$ cat config.mk
export PLATFORM = sky130hd
export DESIGN_NAME = keypad_scan_ctrl
export DESIGN_NICKNAME = d
export VERILOG_FILES = /design/src/rtl/keypad_pkg.sv /design/src/rtl/keypad_row_sync.sv /design/src/rtl/keypad_scan_ctrl.sv
export SDC_FILE = /design/constraint.sdc
export NUM_CORES = 1
export LEC_CHECK = 0
export BUFFER_PORTS_ARGS = -buffer_cell sky130_fd_sc_hd__buf_2
export CAP_MARGIN = 10
export CELL_PAD_IN_SITES_DETAIL_PLACEMENT = 0
export CELL_PAD_IN_SITES_GLOBAL_PLACEMENT = 1
export CORE_MARGIN = 5
export CORE_UTILIZATION = 41
export CTS_CLUSTER_SIZE = 28
export DETAILED_ROUTE_END_ITERATION = 8
export GPL_ROUTABILITY_DRIVEN = 0
export PLACE_DENSITY = 0.84
export SLEW_MARGIN = 20
export SYNTH_ARGS = -nofsm -noshare
export SYNTH_HDL_FRONTEND = slang
export SYNTH_HIERARCHICAL = 1
export SYNTH_SLANG_ARGS = --single-unit
export TNS_END_PERCENT = 100
$ cat constraint.sdc
create_clock -name clk -period 2.5 [get_ports clk]
set_input_delay 0.125 -clock clk [delete_from_list [all_inputs] [get_ports clk]]
set_output_delay 0.125 -clock clk [all_outputs]
set_load 0.05 [all_outputs]
$ cat src/rtl/keypad_pkg.sv
// Shared types and constants for the matrix-keypad scanner.
// Key codes 0-9 are digits, 10-15 are calculator operators.
package keypad_pkg;

    localparam int CODE_W = 8;

    typedef enum logic [1:0] {
        ST_IDLE,
        ST_CAND,
        ST_PRESSED
    } key_state_e;

    // Indexed by idx = col*4 + row on the 4x4 calculator pad.
    localparam logic [CODE_W-1:0] KEY_MAP_4X4 [16] = '{
        8'h01, 8'h04, 8'h07, 8'h0E,
        8'h02, 8'h05, 8'h08, 8'h00,
        8'h03, 8'h06, 8'h09, 8'h0F,
        8'h0A, 8'h0B, 8'h0C, 8'h0D
    };

endpackage

$ cat src/rtl/keypad_row_sync.sv
// Two-flop synchroniser for the asynchronous, active-low keypad row inputs.
module keypad_row_sync #(
    parameter int ROWS = 4
) (
    input  logic            clk,
    input  logic            key_clr,
    input  logic [ROWS-1:0] rows_i,
    output logic [ROWS-1:0] rows_o
);

    logic [ROWS-1:0] meta_q;
    logic [ROWS-1:0] sync_q;

    // Idle rows read high, so reset to all ones to avoid a phantom key.
    always_ff @(posedge clk or negedge key_clr) begin
        if (!key_clr) begin
            meta_q <= '1;
            sync_q <= '1;
        end else begin
            meta_q <= rows_i;
            sync_q <= meta_q;
        end
    end

    assign rows_o = sync_q;

endmodule

$ cat src/rtl/keypad_scan_ctrl.sv
// Keypad scanner: column strobing, per-frame key evaluation, frame-based
// debounce with optional auto-repeat, and a nibble shift buffer.
module keypad_scan_ctrl
    import keypad_pkg::*;
#(
    parameter int ROWS          = 4,
    parameter int COLS          = 4,
    parameter int SCAN_DIV      = 1000,
    parameter int DEBOUNCE      = 4,
    parameter int DIGITS        = 2,
    parameter int USE_MAP       = 1,
    parameter int REPEAT_EN     = 0,
    parameter int REPEAT_FRAMES = 32
) (
    input  logic                         clk,
    input  logic                         key_clr,
    input  logic [ROWS-1:0]              KEY_R,
    output logic [COLS-1:0]              KEY_C,
    input  logic                         buf_clr,
    output logic [CODE_W-1:0]            key_code,
    output logic                         key_valid,
    output logic                         multi_key,
    output logic [4*DIGITS-1:0]          out,
    output logic [$clog2(DIGITS+1)-1:0]  digit_cnt
);

    localparam int ROW_W = $clog2(ROWS);
    localparam int COL_W = $clog2(COLS);
    localparam int DIV_W = $clog2(SCAN_DIV);
    localparam int IDX_W = $clog2(ROWS * COLS);
    localparam int CNT_W = $clog2(DIGITS + 1);
    localparam int DBC_W = 4;
    localparam int RPT_W = $clog2(REPEAT_FRAMES + 1);
    localparam int OUT_W = 4 * DIGITS;

    logic [ROWS-1:0] rows_sync;

    keypad_row_sync #(.ROWS(ROWS)) u_row_sync (
        .clk     (clk),
        .key_clr (key_clr),
        .rows_i  (KEY_R),
        .rows_o  (rows_sync)
    );

    logic [DIV_W-1:0] div_q;
    logic [COL_W-1:0] col_q;
    logic             last_dwell, frame_end;

    assign last_dwell = (div_q == DIV_W'(SCAN_DIV - 1));
    assign frame_end  = last_dwell && (col_q == COL_W'(COLS - 1));
    assign KEY_C      = ~(COLS'(1) << col_q);

    // Lowest active row in the strobed column; a second active row flags multi.
    logic             col_hit, col_multi;
    logic [ROW_W-1:0] col_row;
    logic [IDX_W-1:0] col_idx;

    // NOTE: every signal driven here gets a default first so no latch is inferred.
    always_comb begin
        col_hit   = 1'b0;
        col_multi = 1'b0;
        col_row   = '0;
        for (int r = ROWS - 1; r >= 0; r--) begin
            if (!rows_sync[r]) begin
                if (col_hit) col_multi = 1'b1;
                col_hit = 1'b1;
                col_row = ROW_W'(r);
            end
        end
    end

    assign col_idx = IDX_W'(col_q) * IDX_W'(ROWS) + IDX_W'(col_row);

    logic             acc_hit_q, acc_multi_q;
    logic [IDX_W-1:0] acc_idx_q;
    logic             frm_hit, frm_multi;
    logic [IDX_W-1:0] frm_idx;

    // Columns are visited in ascending order, so the first hit of a frame is its lowest idx.
    assign frm_hit   = acc_hit_q | col_hit;
    assign frm_idx   = acc_hit_q ? acc_idx_q : col_idx;
    assign frm_multi = acc_multi_q | col_multi | (acc_hit_q & col_hit);

    key_state_e       state_q, state_d;
    logic [IDX_W-1:0] cand_q, cand_d;
    logic [DBC_W-1:0] cnt_q, cnt_d, rel_q, rel_d;
    logic [RPT_W-1:0] rpt_q, rpt_d;
    logic             accept;
    logic             same_key;

    assign same_key = frm_hit && (frm_idx == cand_q);

    // NOTE: sequential state uses non-blocking assignments only.
    always_ff @(posedge clk or negedge key_clr) begin
        if (!key_clr) begin
            state_q <= ST_IDLE;
            cand_q  <= '0;
            cnt_q   <= '0;
            rel_q   <= '0;
            rpt_q   <= '0;
        end else begin
            state_q <= state_d;
            cand_q  <= cand_d;
            cnt_q   <= cnt_d;
            rel_q   <= rel_d;
            rpt_q   <= rpt_d;
        end
    end

    always_comb begin
        state_d = state_q;
        cand_d  = cand_q;
        cnt_d   = cnt_q;
        rel_d   = rel_q;
        rpt_d   = rpt_q;
        if (frame_end) begin
            unique case (state_q)
                ST_IDLE: if (frm_hit) begin
                    cand_d  = frm_idx;
                    cnt_d   = DBC_W'(1);
                    rel_d   = '0;
                    rpt_d   = '0;
                    state_d = accept ? ST_PRESSED : ST_CAND;
                end
                ST_CAND: begin
                    if (!frm_hit) begin
                        state_d = ST_IDLE;
                        cnt_d   = '0;
                    end else if (same_key) begin
                        cnt_d = cnt_q + DBC_W'(1);
                        if (accept) begin
                            state_d = ST_PRESSED;
                            rel_d   = '0;
                            rpt_d   = '0;
                        end
                    end else begin
                        cand_d = frm_idx;
                        cnt_d  = DBC_W'(1);
                    end
                end
                ST_PRESSED: begin
                    if (frm_hit) begin
                        rel_d = '0;
                        if (same_key) rpt_d = accept ? '0 : rpt_q + RPT_W'(1);
                    end else if (rel_q + DBC_W'(1) == DBC_W'(DEBOUNCE)) begin
                        state_d = ST_IDLE;
                        cnt_d   = '0;
                        rel_d   = '0;
                        rpt_d   = '0;
                    end else begin
                        rel_d = rel_q + DBC_W'(1);
                    end
                end
                default: state_d = ST_IDLE;
            endcase
        end
    end

    always_comb begin
        accept = 1'b0;
        if (frame_end && frm_hit) begin
            unique case (state_q)
                ST_IDLE:    accept = (DEBOUNCE == 1);
                ST_CAND:    accept = same_key && (cnt_q + DBC_W'(1) == DBC_W'(DEBOUNCE));
                ST_PRESSED: accept = (REPEAT_EN != 0) && same_key &&
                                     (rpt_q + RPT_W'(1) == RPT_W'(REPEAT_FRAMES));
                default:    accept = 1'b0;
            endcase
        end
    end

    logic [CODE_W-1:0] code;
    logic [3:0]        map_idx;

    assign map_idx = 4'(frm_idx);
    assign code    = (USE_MAP != 0) ? KEY_MAP_4X4[map_idx] : CODE_W'(frm_idx);

    logic [CODE_W-1:0] code_q;
    logic              valid_q, multi_q;
    logic [OUT_W-1:0]  out_q;
    logic [CNT_W-1:0]  dcnt_q;

    always_ff @(posedge clk or negedge key_clr) begin
        if (!key_clr) begin
            div_q       <= '0;
            col_q       <= '0;
            acc_hit_q   <= 1'b0;
            acc_multi_q <= 1'b0;
            acc_idx_q   <= '0;
            code_q      <= '0;
            valid_q     <= 1'b0;
            multi_q     <= 1'b0;
            out_q       <= '0;
            dcnt_q      <= '0;
        end else begin
            valid_q <= accept;
            if (last_dwell) begin
                div_q <= '0;
                if (frame_end) begin
                    col_q       <= '0;
                    acc_hit_q   <= 1'b0;
                    acc_multi_q <= 1'b0;
                    acc_idx_q   <= '0;
                    multi_q     <= frm_multi;
                end else begin
                    col_q       <= col_q + COL_W'(1);
                    acc_hit_q   <= frm_hit;
                    acc_multi_q <= frm_multi;
                    acc_idx_q   <= frm_idx;
                end
            end else begin
                div_q <= div_q + DIV_W'(1);
            end
            if (accept) code_q <= code;
            if (buf_clr) begin
                out_q  <= '0;
                dcnt_q <= '0;
            end else if (accept) begin
                out_q <= (out_q << 4) | OUT_W'(code[3:0]);
                if (dcnt_q != CNT_W'(DIGITS)) dcnt_q <= dcnt_q + CNT_W'(1);
            end
        end
    end

    assign key_code  = code_q;
    assign key_valid = valid_q;
    assign multi_key = multi_q;
    assign out       = out_q;
    assign digit_cnt = dcnt_q;

endmodule
# After elaboration in Yosys (flattened, before gate mapping)

Memory sizes are Yosys's and may differ from the RTL's.
Cells that the tools add are included.

Add/sub/neg operators: 6
$mul: 0
Div/mod/pow operators: 0
Magnitude comparators: 1
Equality and inequality tests: 17
Shift operators: 1
Multiplexer cells: 53
Bitwise operators: 7
Reduce and logical (&&, ||, !) cells: 15

Operators by type and width:

| kind                  | number |
|---|---|
| $mux 4                | 16 |
| $mux 8                | 4 |
| $mux 2                | 15 |
| $pmux 4 s3            | 2 |
| $ne 2x2->1 const B    | 8 |
| $mux 1                | 13 |
| $reduce_and 6->1      | 2 |
| $add 10x1->10 const B | 1 |
| $eq 10x10->1 const B  | 1 |
| $mux 10               | 1 |
| $reduce_and 5->1      | 2 |
| $add 4x1->4 const B   | 2 |
| $eq 4x3->1 const B    | 2 |
| $or 8x4->8            | 1 |
| $pmux 4 s2            | 1 |
| $ne 3x3->1 const B    | 2 |
| $pmux 2 s3            | 1 |
| $reduce_bool 2->1     | 3 |
| $ge 5x5->1 const B    | 1 |
| $not 4->5             | 1 |
| $add 2x1->2 const B   | 2 |
| $add 4x2->4           | 1 |
| $eq 2x2->1 const B    | 2 |
| $eq 4x4->1            | 1 |
| 9 further kinds       | 15 |

Bits in registers: 60
Bits in latches: 0
Bits in writable memories: 0
Bits in read-only memories: 128
Input bits: 7
Output and inout port bits: 24
Word-level logic and storage cells: 117
Memories kept: 1

Memories:

| name             | words | bits a word | rd ports | clocked after Yosys merged registers in | write ports | line                    | RTL |
|---|---|---|---|---|---|---|---|
| (name not given) | 16    | 8           | 1        | 0                                       | 0           | keypad_scan_ctrl.sv:176 | `assign code = (USE_MAP != 0) ? KEY_MAP_4X4[map_idx] : CODE_W'(frm_idx);` |

# Longest topological paths before layout

Gate-level depths: netlist of run 1.

Depth after elaboration: 15
Gate-level depth with buffers: 9
Mapped depth without buffers: 7

# Modules after synthesis

Netlist of run 1, hierarchy kept.

Modules (own cells, without submodules):

| module           | times used | cells each | area an instance (µm²) | sequential area each (µm²) |
|---|---|---|---|---|
| keypad_scan_ctrl | 1          | 285        | 2,695.1                | 1,201.2 |
| keypad_row_sync  | 1          | 8          | 210.2                  | 210.2 |

# Worst setup path before layout of run 1

No wires, ideal clock.

Path type: flip-flop to flip-flop
Start: reg u_row_sync.sync_q[1] (netlist: u_row_sync/rows_o[1])
End: reg cand_q[1]
Setup time: 125 ps
Arrival: 2,260 ps
Required time: 2,375 ps
Setup slack: 116 ps
Cell stages (with the launch flop): 7
Buffers on the path: 0
Clock period less this slack: 2,384 ps
Cells stage by stage: dfstp_2 -> nand2_1 -> o31ai_4 -> xor2_1 -> nor3_1 -> a2111oi_4 -> mux2_2

Word-level cells in the longest chain between the ends: 8
Elaborated cells between the ends (all ways): 17
Classes of those cells: add/sub: 1; eq/ne: 4; mux: 9; bitwise: 1; reduce/logical: 2

RTL lines:

| item                       | line                    | RTL |
|---|---|---|
| start, declared            | keypad_row_sync.sv:12   | `logic [ROWS-1:0] sync_q;` |
| start signal, assigned     | keypad_row_sync.sv:21   | `sync_q <= meta_q;` |
| $mux 2 (2 in series)       | keypad_scan_ctrl.sv:64  | `if (!rows_sync[r]) begin` |
| $add 4x2->4                | keypad_scan_ctrl.sv:72  | `assign col_idx = IDX_W'(col_q) * IDX_W'(ROWS) + IDX_W'(col_row);` |
| $mux 4                     | keypad_scan_ctrl.sv:81  | `assign frm_idx = acc_hit_q ? acc_idx_q : col_idx;` |
| $eq 4x4->1                 | keypad_scan_ctrl.sv:91  | `assign same_key = frm_hit && (frm_idx == cand_q);` |
| $logic_and 1x1->1          | keypad_scan_ctrl.sv:91  |  |
| $ne 2x2->1 (no line)       | n/a                     |  |
| $reduce_and 5->1 (no line) | n/a                     |  |
| end signal, assigned       | keypad_scan_ctrl.sv:103 | `cand_q <= cand_d;` |
| end, declared              | keypad_scan_ctrl.sv:85  | `logic [IDX_W-1:0] cand_q, cand_d;` |

Several ways; a longest one is shown, not always the timed one. The select of a mux whose other input is x is not followed.
A chain may end at the register's enable or synchronous reset.

# Final worst setup path of run 1

Start: reg acc_hit_q
End: reg cand_q[3]

Word-level cells in the longest chain between the ends: 5
Elaborated cells between the ends (all ways): 12
Classes of those cells: eq/ne: 4; mux: 5; bitwise: 1; reduce/logical: 2

RTL lines:

| item                       | line                    | RTL |
|---|---|---|
| start, declared            | keypad_scan_ctrl.sv:74  | `logic acc_hit_q, acc_multi_q;` |
| start signal, assigned     | keypad_scan_ctrl.sv:207 | `acc_hit_q <= frm_hit;` |
| $mux 4                     | keypad_scan_ctrl.sv:81  |  |
| $eq 4x4->1                 | keypad_scan_ctrl.sv:91  |  |
| $logic_and 1x1->1          | keypad_scan_ctrl.sv:91  |  |
| $ne 2x2->1 (no line)       | n/a                     |  |
| $reduce_and 5->1 (no line) | n/a                     |  |

Several ways; a longest one is shown, not always the timed one. The select of a mux whose other input is x is not followed.

==> results of run 1 <==
==> per-stage QoR <==
stage | cells | cell area [um2] | power, mW | utilization
global placement | 428 | 3260 | 1.01 | 0.477
floorplan | 296 | 2920 | 0.981 | -
CTS | 441 | 3400 | 1.54 | 0.498
detailed placement | 428 | 3260 | 1.01 | 0.477
global route | 441 | 3430 | 1.59 | 0.503
finish | 441 | 3430 | 1.52 | 0.503
==> logic make-up after synthesis <==
| kind of cell | count (synthesis) | share of synthesized area |
|---|---|---|
| simple gates | 112 | 0.191 |
| compound gates | 67 | 0.157 |
| flops | 56 | 0.486 |
| buf+inv | 24 | 0.0392 |
| fa+ha+maj | 13 | 0.0560 |
| xor+xnor | 10 | 0.0301 |
| mux | 10 | 0.0396 |
| other cells | 1 | 0.00129 |
==> worst reg2reg max path, stage by stage (launching register included) <==
cell       delay, ps
dfrtp_1          480
buf_4            200
mux2i_2          250
xor2_1           160
nand2_1           90
buf_4            160
nor3_1           400
a2111oi_4        170
mux2_2           300
==> how the worst min path moves through the flow <==
stage	start	end	slack, ps	cells past startpoint
after detailed placement	key_clr	col_q[1]	9	1
after floorplan	key_clr	acc_hit_q	-170	0
after CTS	buf_clr	out[1]	80	2
after global placement	key_clr	col_q[1]	6	1
after global routing	buf_clr	out[4]	90	2
final	buf_clr	out[1]	90	2
==> cells in the mapped netlist (7+ instances only) <==
library cell | instances | area share
dfrtp_1 | 48 | 0.41
nand2_1 | 41 | 0.053
nor2_1 | 20 | 0.026
o21ai_0 | 20 | 0.034
a21oi_1 | 15 | 0.026
ha_1 | 13 | 0.056
inv_1 | 13 | 0.017
nand3_1 | 13 | 0.022
dfstp_2 | 8 | 0.072
nand2b_1 | 8 | 0.017
xor2_1 | 7 | 0.021
==> registers in the layout (all words and copies together) (netlist names) <==
signal             count
col_q                  2
cand_q                 4
u_row_sync/meta_q      4
out                    8
acc_multi_q            1
rel_q                  4
acc_idx_q              4
u_row_sync/rows_o      4
key_valid              1
acc_hit_q              1
div_q                 10
key_code               4
state_q                2
multi_key              1
digit_cnt              2
cnt_q                  4
==> what timing repair did <==
action | 4_1_cts | 5_1_grt
gates resized for setup | 0 | 5
hold buffers | 5 | 0
endpoints found under the setup margin | 0 | 13
endpoints found under the hold margin | 15 | 0
==> cell type report <==
class	count	share of cell area
timing repair buffer	52	0.0984
tap	96	0.0350
clock inverter	1	0.00219
inverter	13	0.0142
clock buffer	7	0.0251
multi-input combinational	216	0.414
sequential	56	0.411
==> per-layer routing <==
metal	GRT usage	part of all wire	up-vias
met2	0.228	0.45	31
li1	-	-	1130
met1	0.211	0.51	1073
met3	0.0256	0.026	7
met4	0.0397	0.011	0
met5	0	0	-
==> power groups by stage <==
stage	logic, mW	registers (mW)	clock network, mW
finish	0.0785	0.922	0.515
global route	0.0879	0.924	0.574
CTS	0.0789	0.922	0.537
detailed placement	0.0726	0.939	0
global placement	0.0716	0.939	0
floorplan	0.0429	0.938	0
==> results by group, run 1 <==
Outcome
  • Status: complete, no violations

Finish
  • # diodes: 0
  • Commonest non-fill, non-tap cell in the layout: dfrtp_1
  • Multi-input logic area: 1420 um2
  • Layout filler cell count: 636
  • P&R area growth vs syn: 18.2%
  • Most frequent cells in the layout: dfrtp_1, nand2_1, buf_2
  • Share of post-route cells with drive strength above 1: 0.229
  • Sequential cell area: 1410 um2
  • Nets: 364

Floorplan
  • Die Width: 94.2 um
  • Initial core utilization: 0.425
  • Die ar.: 8870 um2
  • FP Rows: 30
  • Vert. Die Dim: 94.2 um
  • CORE AREA: 6830 um2
  • IO Pins: 31

Clock tree
  • Clock latency on the worst-skew pair: 310 ps
  • Num CTS Buffers: 5
  • # Post-CTS Setup Buffers: 0
  • Clk sinks: 56
  • Clock Tree Buf Depth: 2
  • Root buf cell: clkbuf_8
  • Htree depth: 2
  • CTS tree: built
  • Clk pin slew, worst setup/hold paths: 100 ps

Routing
  • Drt first pass iters: 4
  • DR iter-0 viols: 93
  • Vias: 2241
  • WL final: 5.95 mm
  • Final ANT Viol Nets: 0
  • Wirelength per Cell: 13.5 um
  • DRC viols: 0
  • Via-to-Cell Ratio: 5.08

Critical path
  • CP startpoint: acc_hit_q
  • WP depth: 8
  • Crit path max-delay family: multiplexers
  • Crit-path max cell delay: 480 ps
  • Capturing point of the worst reg2reg path: cand_q[3]
  • Peak fanout along the critical path: 7
  • CP Data Arrival Time: 2510 ps
  • Slowest cell on crit path: dfrtp_1
  • Worst Path Buf+Inv: 2
  • Flop2flop setup slack: 190 ps
  • Crit path capture: cand_q[3]
  • Worst path most repeated cell: buf_4
  • CP required: 2700 ps
  • Worst reg2reg path depth: 8
  • Cells along the critical path: buf_4 -> mux2i_2 -> xor2_1 -> nand2_1 -> buf_4 -> nor3_1 -> a2111oi_4 -> mux2_2
  • CP Class: reg -> reg
  • Setup crit start kind: flip-flop
  • Critical R2R Launch: acc_hit_q
  • Crit end category: flip-flop

Synth
  • Count of cell types in the netlist: 56
  • Synth Cell Area: 2910 um2
  • EDFF count, synth: 0
  • Top_reg_cell synth: dfrtp_1
  • FFs w/ async S/R, synth: 1.00
  • Syn avg cell area: 9.92 um2
  • Flops & latches, synth: 56
  • Post-synthesis sequential area ratio: 0.486
  • Yosys warnings: 6
  • Cells after synthesis: 293

Power and ir drop
  • Reg power frac: 0.608
  • Sw frac: 0.231
  • Clock power share: 0.340
  • Pwr dens: 441 nW/um2
  • Internal power: 1.17 mW
  • Total leakage power: 1.58 nW
  • Psw: 0.349 mW
  • VDD IR max: 0.303 mV
  • Combinational fraction of design power: 0.052

GRT
  • Vias in the first global route: 2185
  • Initial antenna violation count: 0
  • Overflow after GRT: 0
  • Global-route wire length before repair: 10.5 mm
  • Total track usage: 0.147
  • Largest net degree at the start of global routing: 46

Min path
  • Class of the worst hold path: in -> reg

Timing
  • Minimum clock period: 2310 ps
  • RSZ-0062 raised after global routing: false
  • Final worst slack: 192 ps
  • Setup-failing EPs final: 0
  • Slew Viols, Final: 0
  • Clk_skew: 10.9 ps
  • Total negative slack: 0 ps
  • Final Cycle Share: 0.923
  • Hold Vio Cnt, Final: 0
  • Worst hold slack: 89.8 ps
  • Least-Margin Pin Slew: 580 ps
  • Max-slew headroom: 0.613
  • Fmax: 433 MHz

Place
  • HPWL after detailed placement: 4.36 mm
  • Port buffer count: 26
  • Dpl ws: 44.7 ps

Flow run
  • # Max-Cap Violations: 0
Power figures use the tool's default switching activity.
==> inputs of run 2 (changes only) <==
- BUFFER_PORTS_ARGS: -buffer_cell sky130_fd_sc_hd__buf_2 -> unset
- CORE_UTILIZATION: 41 -> 44
- DONT_BUFFER_PORTS: unset -> 1
==> run 2 against run 1 <==
Sequential share of layout area up 1.1 points. Total power grew 6.9%. Sequential power about the same. Clock power increased by 20%. Critical path depth fell by 2. Cell area decreased by 2.6%. Largest power group unchanged.
==> results by group, run 2 (synthesis results as in run 1) <==
Outcome
  • Status: complete, no violations

Finish
  • Nets: 340 (-6.6%)
  • Sequential cell area: 1410 um2 (unchanged)
  • Top reg by flops: div_q
  • P&R area growth vs syn: 15.1%
  • Multi-input logic area: 1430 um2 (+0.35%)
  • Max reg flops: 10 (unchanged)
  • # diodes: 0 (unchanged)
  • Layout filler cell count: 560 (-12%)
  • Most frequent cells in the layout: dfrtp_1, nand2_1, buf_4
  • Share of post-route cells with drive strength above 1: 0.174 (-0.0545)
  • Finished Core Util: 0.524 (+0.0210)
  • Commonest non-fill, non-tap cell in the layout: dfrtp_1

Clock tree
  • Root buf cell: clkbuf_8
  • CTS tree: built
  • Clk sinks: 56 (unchanged)
  • Htree depth: 2 (unchanged)
  • Clock latency on the worst-skew pair: 320 ps (about the same)
  • # Post-CTS Setup Buffers: 0 (unchanged)
  • Num CTS Buffers: 5 (unchanged)
  • Clk pin slew, worst setup/hold paths: 110 ps (about the same)
  • Clock Tree Buf Depth: 2 (unchanged)

Timing
  • Least-Margin Pin Slew: 569 ps (-10.8 ps)
  • Hold Vio Cnt, Final: 0 (unchanged)
  • Max-slew headroom: 0.617 (+0.00316)
  • Worst hold slack: 305 ps (+216 ps)
  • Minimum clock period: 2370 ps (+66.4 ps)
  • Slew Viols, Final: 0 (unchanged)
  • Final Cycle Share: 0.950 (+0.0266)
  • Setup-failing EPs final: 0 (unchanged)
  • Fmax: 421 MHz (-2.8%)
  • Clk_skew: 10.0 ps (-0.877 ps)

Routing
  • DRC viols: 0 (unchanged)
  • Wirelength per Cell: 14.6 um (+8.3%)
  • WL final: 5.82 mm (-2.3%)
  • Drt first pass iters: 4 (unchanged)
  • Final ANT Viol Nets: 0 (unchanged)
  • DR iter-0 viols: 61 (-34%)
  • Vias: 2166 (-3.3%)
  • Via-to-Cell Ratio: 5.44 (+7.1%)

GRT
  • Total track usage: 0.145 (-0.00207)
  • Initial antenna violation count: 0 (unchanged)
  • Vias in the first global route: 2091 (-4.3%)
  • Global-route wire length before repair: 9.98 mm (-4.7%)
  • Largest net degree at the start of global routing: 57 (+24%)
  • Overflow after GRT: 0 (unchanged)

Power and ir drop
  • Pwr dens: 484 nW/um2 (+9.7%)
  • VDD IR max: 0.339 mV (+12%)
  • Total leakage power: 1.48 nW (-6.2%)

Critical path
  • Setup crit start kind: flip-flop
  • Crit end category: flip-flop
  • CP Data Arrival Time: 2590 ps (+80 ps)
  • CP Class: reg -> reg
  • CP required: 2720 ps (+20 ps)
  • Peak fanout along the critical path: 5 (-2)

Floorplan
  • FP Rows: 29 (-3.3%)
  • IO Pins: 31 (unchanged)
  • CORE AREA: 6390 um2 (-6.5%)
  • Vert. Die Dim: 91.3 um (-3.1%)
  • Die ar.: 8330 um2 (-6.1%)
  • Initial core utilization: 0.455 (+0.0297)
  • Die Width: 91.3 um (-3.1%)

Place
  • Port buffer count: 0 (-100%)
  • HPWL after detailed placement: 4.19 mm (-3.8%)

Flow run
  • # Max-Cap Violations: 0 (unchanged)

Min path
  • Class of the worst hold path: in -> async
## run 2: cell count changes in the layout (fill, tap and decap cells not counted)
cell and change:
a211oi_1 -1, clkbuf_1 -1, clkbuf_8 -1, buf_16 +1, buf_2 -26, a211oi_2 +1, dlygate4sd3_1 +1, inv_6 +1
bufinv_16 +1
## run 2: through the flow
step / setup WS [ps] / cell area, um2 / instances / setup TNS [ps] / total power, mW
2_1_floorplan: 116 / 2920 / 296 / 0 / 0.981
3_3_place_gp: 149 / 3110 / 383 / 0 / 0.987
3_5_place_dp: 48.2 / 3110 / 383 / 0 / 0.987
4_1_cts: 18.9 / 3310 / 398 / 0 / 1.63
5_1_grt: -6.03 / 3340 / 398 / -9.91 / 1.68
6_report: 126 / 3340 / 398 / 0 / 1.62
## run 2: layout make-up
cell class,count,share of cell area
clock inverters,3,0.0138
multi-input cells,216,0.427
flip-flops and latches,56,0.422
inverters,13,0.0146
clock buffers,5,0.0206
well taps,77,0.0288
repair buffers,28,0.0733
## run 2: path summary, 6_finish.rpt
kind	startpoint	endpoint	slack (ps)	cells after the start
max	u_row_sync/rows_o[0]	cand_q[2]	130	6
min	key_clr	key_code[1]	310	2
max reg2reg	u_row_sync/rows_o[0]	cand_q[2]	130	6
min reg2reg	u_row_sync/meta_q[1]	u_row_sync/rows_o[1]	360	0
max in group asynchronous	key_clr	u_row_sync/rows_o[2]	1880	2
min in group clk	KEY_R[3]	u_row_sync/meta_q[3]	350	1
## run 2: power by group
| group | internal, mW | total, mW | leakage, nW | switching (mW) |
|---|---|---|---|---|
| Clock | 0.302 | 0.617 | 0.0548 | 0.315 |
| Sequential | 0.917 | 0.922 | 0.741 | 0.00450 |
| Combinational | 0.0258 | 0.0810 | 0.688 | 0.0552 |
| Total | 1.25 | 1.62 | 1.48 | 0.374 |
## run 2: layer usage
| metal | routed length [um] | part of all wire | GRT usage | up-vias |
|---|---|---|---|---|
| met5 | 0 | 0 | 0 | - |
| met4 | 75 | 0.013 | 0.0452 | 0 |
| met3 | 215 | 0.037 | 0.0281 | 7 |
| met2 | 2650 | 0.45 | 0.221 | 36 |
| met1 | 2880 | 0.50 | 0.209 | 1042 |
| li1 | - | - | - | 1081 |
## run 2: repair_timing
| action | in CTS | in global routing |
|---|---|---|
| resized for setup | 0 | 7 |
| hold endpoints to repair | 70 | 0 |
| endpoints found under the setup margin | 0 | 17 |
| hold buffers | 7 | 0 |
## run 2: critical path: stages, from the launching register on
cell,delay [ps]
dfstp_2,580
mux2i_1,90
a31o_2,250
xnor2_1,330
nor3_1,170
a2111oi_4,470
mux2_2,380
==> inputs of run 3 (changes only) <==
- PLACE_DENSITY: 0.84 -> unset
- PLACE_DENSITY_LB_ADDON: unset -> 0.08
==> run 3 against run 2 <==
Sequential power about the same. Utilization increased by 0.078 points. Routed wire length up 5.3%. Clock power down 4.7%. Total power fell by 1.7%. Largest power group unchanged. Final cell count rose by 0.75%. Global-route usage increased by 0.76 points.
==> results by group, run 3 (synthesis results as in run 1) <==
Finish
  • Layout filler cell count: 595 (+6.3%)
  • # diodes: 0 (unchanged)
  • Share of post-route cells with drive strength above 1: 0.179 (+0.00456)
  • Finished Core Util: 0.524 (+0.000784)
  • Max reg flops: 10 (unchanged)
  • Sequential cell area: 1410 um2 (about the same)
  • Nets: 343 (+0.88%)
  • Layout Cells excl Fill: 401 (+0.75%)
  • Top reg by flops: div_q
  • Commonest non-fill, non-tap cell in the layout: dfrtp_1
  • Most frequent cells in the layout: dfrtp_1, nand2_1, buf_4
  • P&R area growth vs syn: 15.3%
  • Fin area: 3350 um2 (+0.15%)
  • Multi-input logic area: 1420 um2 (-0.79%)

Routing
  • WL final: 6.13 mm (+5.3%)
  • Wirelength per Cell: 15.3 um (+4.6%)
  • Final ANT Viol Nets: 0 (unchanged)
  • Vias: 2150 (-0.74%)
  • DR iter-0 viols: 115 (+89%)
  • DRC viols: 0 (unchanged)
  • Drt first pass iters: 4 (unchanged)
  • Via-to-Cell Ratio: 5.36 (-1.5%)

Place
  • HPWL after detailed placement: 4.50 mm (+7.3%)
  • DP Area: 3120 um2 (+0.48%)
  • Port buffer count: 0 (unchanged)
  • Dpl ws: 71.4 ps (+23.2 ps)
  • Placed Cells: 385 (+0.52%)

Timing
  • Minimum clock period: 2340 ps (-33.1 ps)
  • Setup-failing EPs final: 0 (unchanged)
  • Slew Viols, Final: 0 (unchanged)
  • Max-slew headroom: 0.595 (-0.0217)
  • Total negative slack: 0 ps (unchanged)
  • Hold Vio Cnt, Final: 0 (unchanged)
  • Least-Margin Pin Slew: 601 ps (+32.3 ps)
  • Final Cycle Share: 0.936 (-0.0132)
  • RSZ-0062 raised after global routing: false
  • Fmax: 427 MHz (+1.4%)
  • Final worst slack: 159 ps (+33.1 ps)
  • Worst hold slack: 340 ps (+34.2 ps)
  • Clk_skew: 4.11 ps (-5.89 ps)

Critical path
  • CP Data Arrival Time: 2530 ps (-60 ps)
  • CP required: 2690 ps (-30 ps)
  • Peak fanout along the critical path: 6 (+1)
  • Crit end category: flip-flop
  • Setup crit start kind: flip-flop
  • CP startpoint: u_row_sync/rows_o[1]
  • Critical R2R Launch: u_row_sync/rows_o[1]
  • CP Class: reg -> reg

Power and ir drop
  • Tot Pwr: 1.59 mW (-1.7%)
  • VDD IR max: 0.276 mV (-19%)
  • Pwr dens: 476 nW/um2 (-1.8%)
  • Total leakage power: 1.50 nW (+0.99%)

Flow run
  • # Max-Cap Violations: 0 (unchanged)

Clock tree
  • Clk pin slew, worst setup/hold paths: 100 ps (about the same)
  • CTS tree: built
  • Num CTS Buffers: 5 (unchanged)
  • Clk sinks: 56 (unchanged)
  • Htree depth: 2 (unchanged)
  • Root buf cell: clkbuf_8
  • Clock latency on the worst-skew pair: 300 ps (-20 ps)
  • Clock Tree Buf Depth: 2 (unchanged)

Floorplan
  • Vert. Die Dim: 91.3 um (unchanged)
  • Initial core utilization: 0.455 (unchanged)
  • Die ar.: 8330 um2 (unchanged)
  • CORE AREA: 6390 um2 (unchanged)
  • FP Rows: 29 (unchanged)
  • IO Pins: 31 (unchanged)
  • Die Width: 91.3 um (unchanged)

GRT
  • Total track usage: 0.153 (+0.00760)
  • Global-route wire length before repair: 10.5 mm (+5.2%)
  • Largest net degree at the start of global routing: 57 (unchanged)
  • Initial antenna violation count: 0 (unchanged)
  • Vias in the first global route: 2069 (-1.1%)
  • Overflow after GRT: 0 (unchanged)

Min path
  • Class of the worst hold path: in -> async

Outcome
  • Status: complete, no violations
==> run 3: cell types whose count changed in the layout (fill, tap and decap cells not counted), sizes merged <==
cell,change
clkinvlp,-1
clkinv,+1
buf,+3
inv,-1
clkbuf,+1
==> run 3: report_power, final <==
part,switching (mW),internal [mW]
clock,0.290,0.298
sequential,0.00534,0.917
combinational,0.0561,0.0260
total,0.352,1.24
==> run 3: cell type report <==
class,count,area share
Clock buffer,6,0.0217
Multi-Input combinational cell,216,0.423
Tap cell,77,0.0288
Sequential cell,56,0.422
Clock inverter,2,0.0105
Timing Repair Buffer,31,0.0799
Inverter,13,0.0146
==> run 3: routing by layer <==
layer,share of wire,vias to the layer above,global-route usage
met5,0,-,0
met4,0.011,0,0.0293
met3,0.036,7,0.0405
met2,0.44,30,0.227
met1,0.51,1026,0.225
li1,-,1087,-
==> run 3: worst max-delay path: stages (launching register included) <==
cell	delay, ps
dfstp_2	590
nand2_1	110
o31ai_4	230
xor2_2	260
nor3_1	170
a2111oi_4	480
mux2_2	390
==> run 3: timing repair <==
action                                  in CTS  in global routing
buffers inserted                             0                  1
resized for setup                            0                  6
hold buffers                                 7                  0
hold endpoints to repair                    70                  0
endpoints found under the setup margin       0                  9
==> run 3: worst paths after layout <==
kind,end,slack (ps),depth (start not counted)
min in group clk,u_row_sync/meta_q[3],350,1
min reg2reg,u_row_sync/rows_o[0],360,0
min,out[5],340,2
max in group asynchronous,u_row_sync/meta_q[2],1880,2
max,cand_q[3],160,6
max reg2reg,cand_q[3],160,6
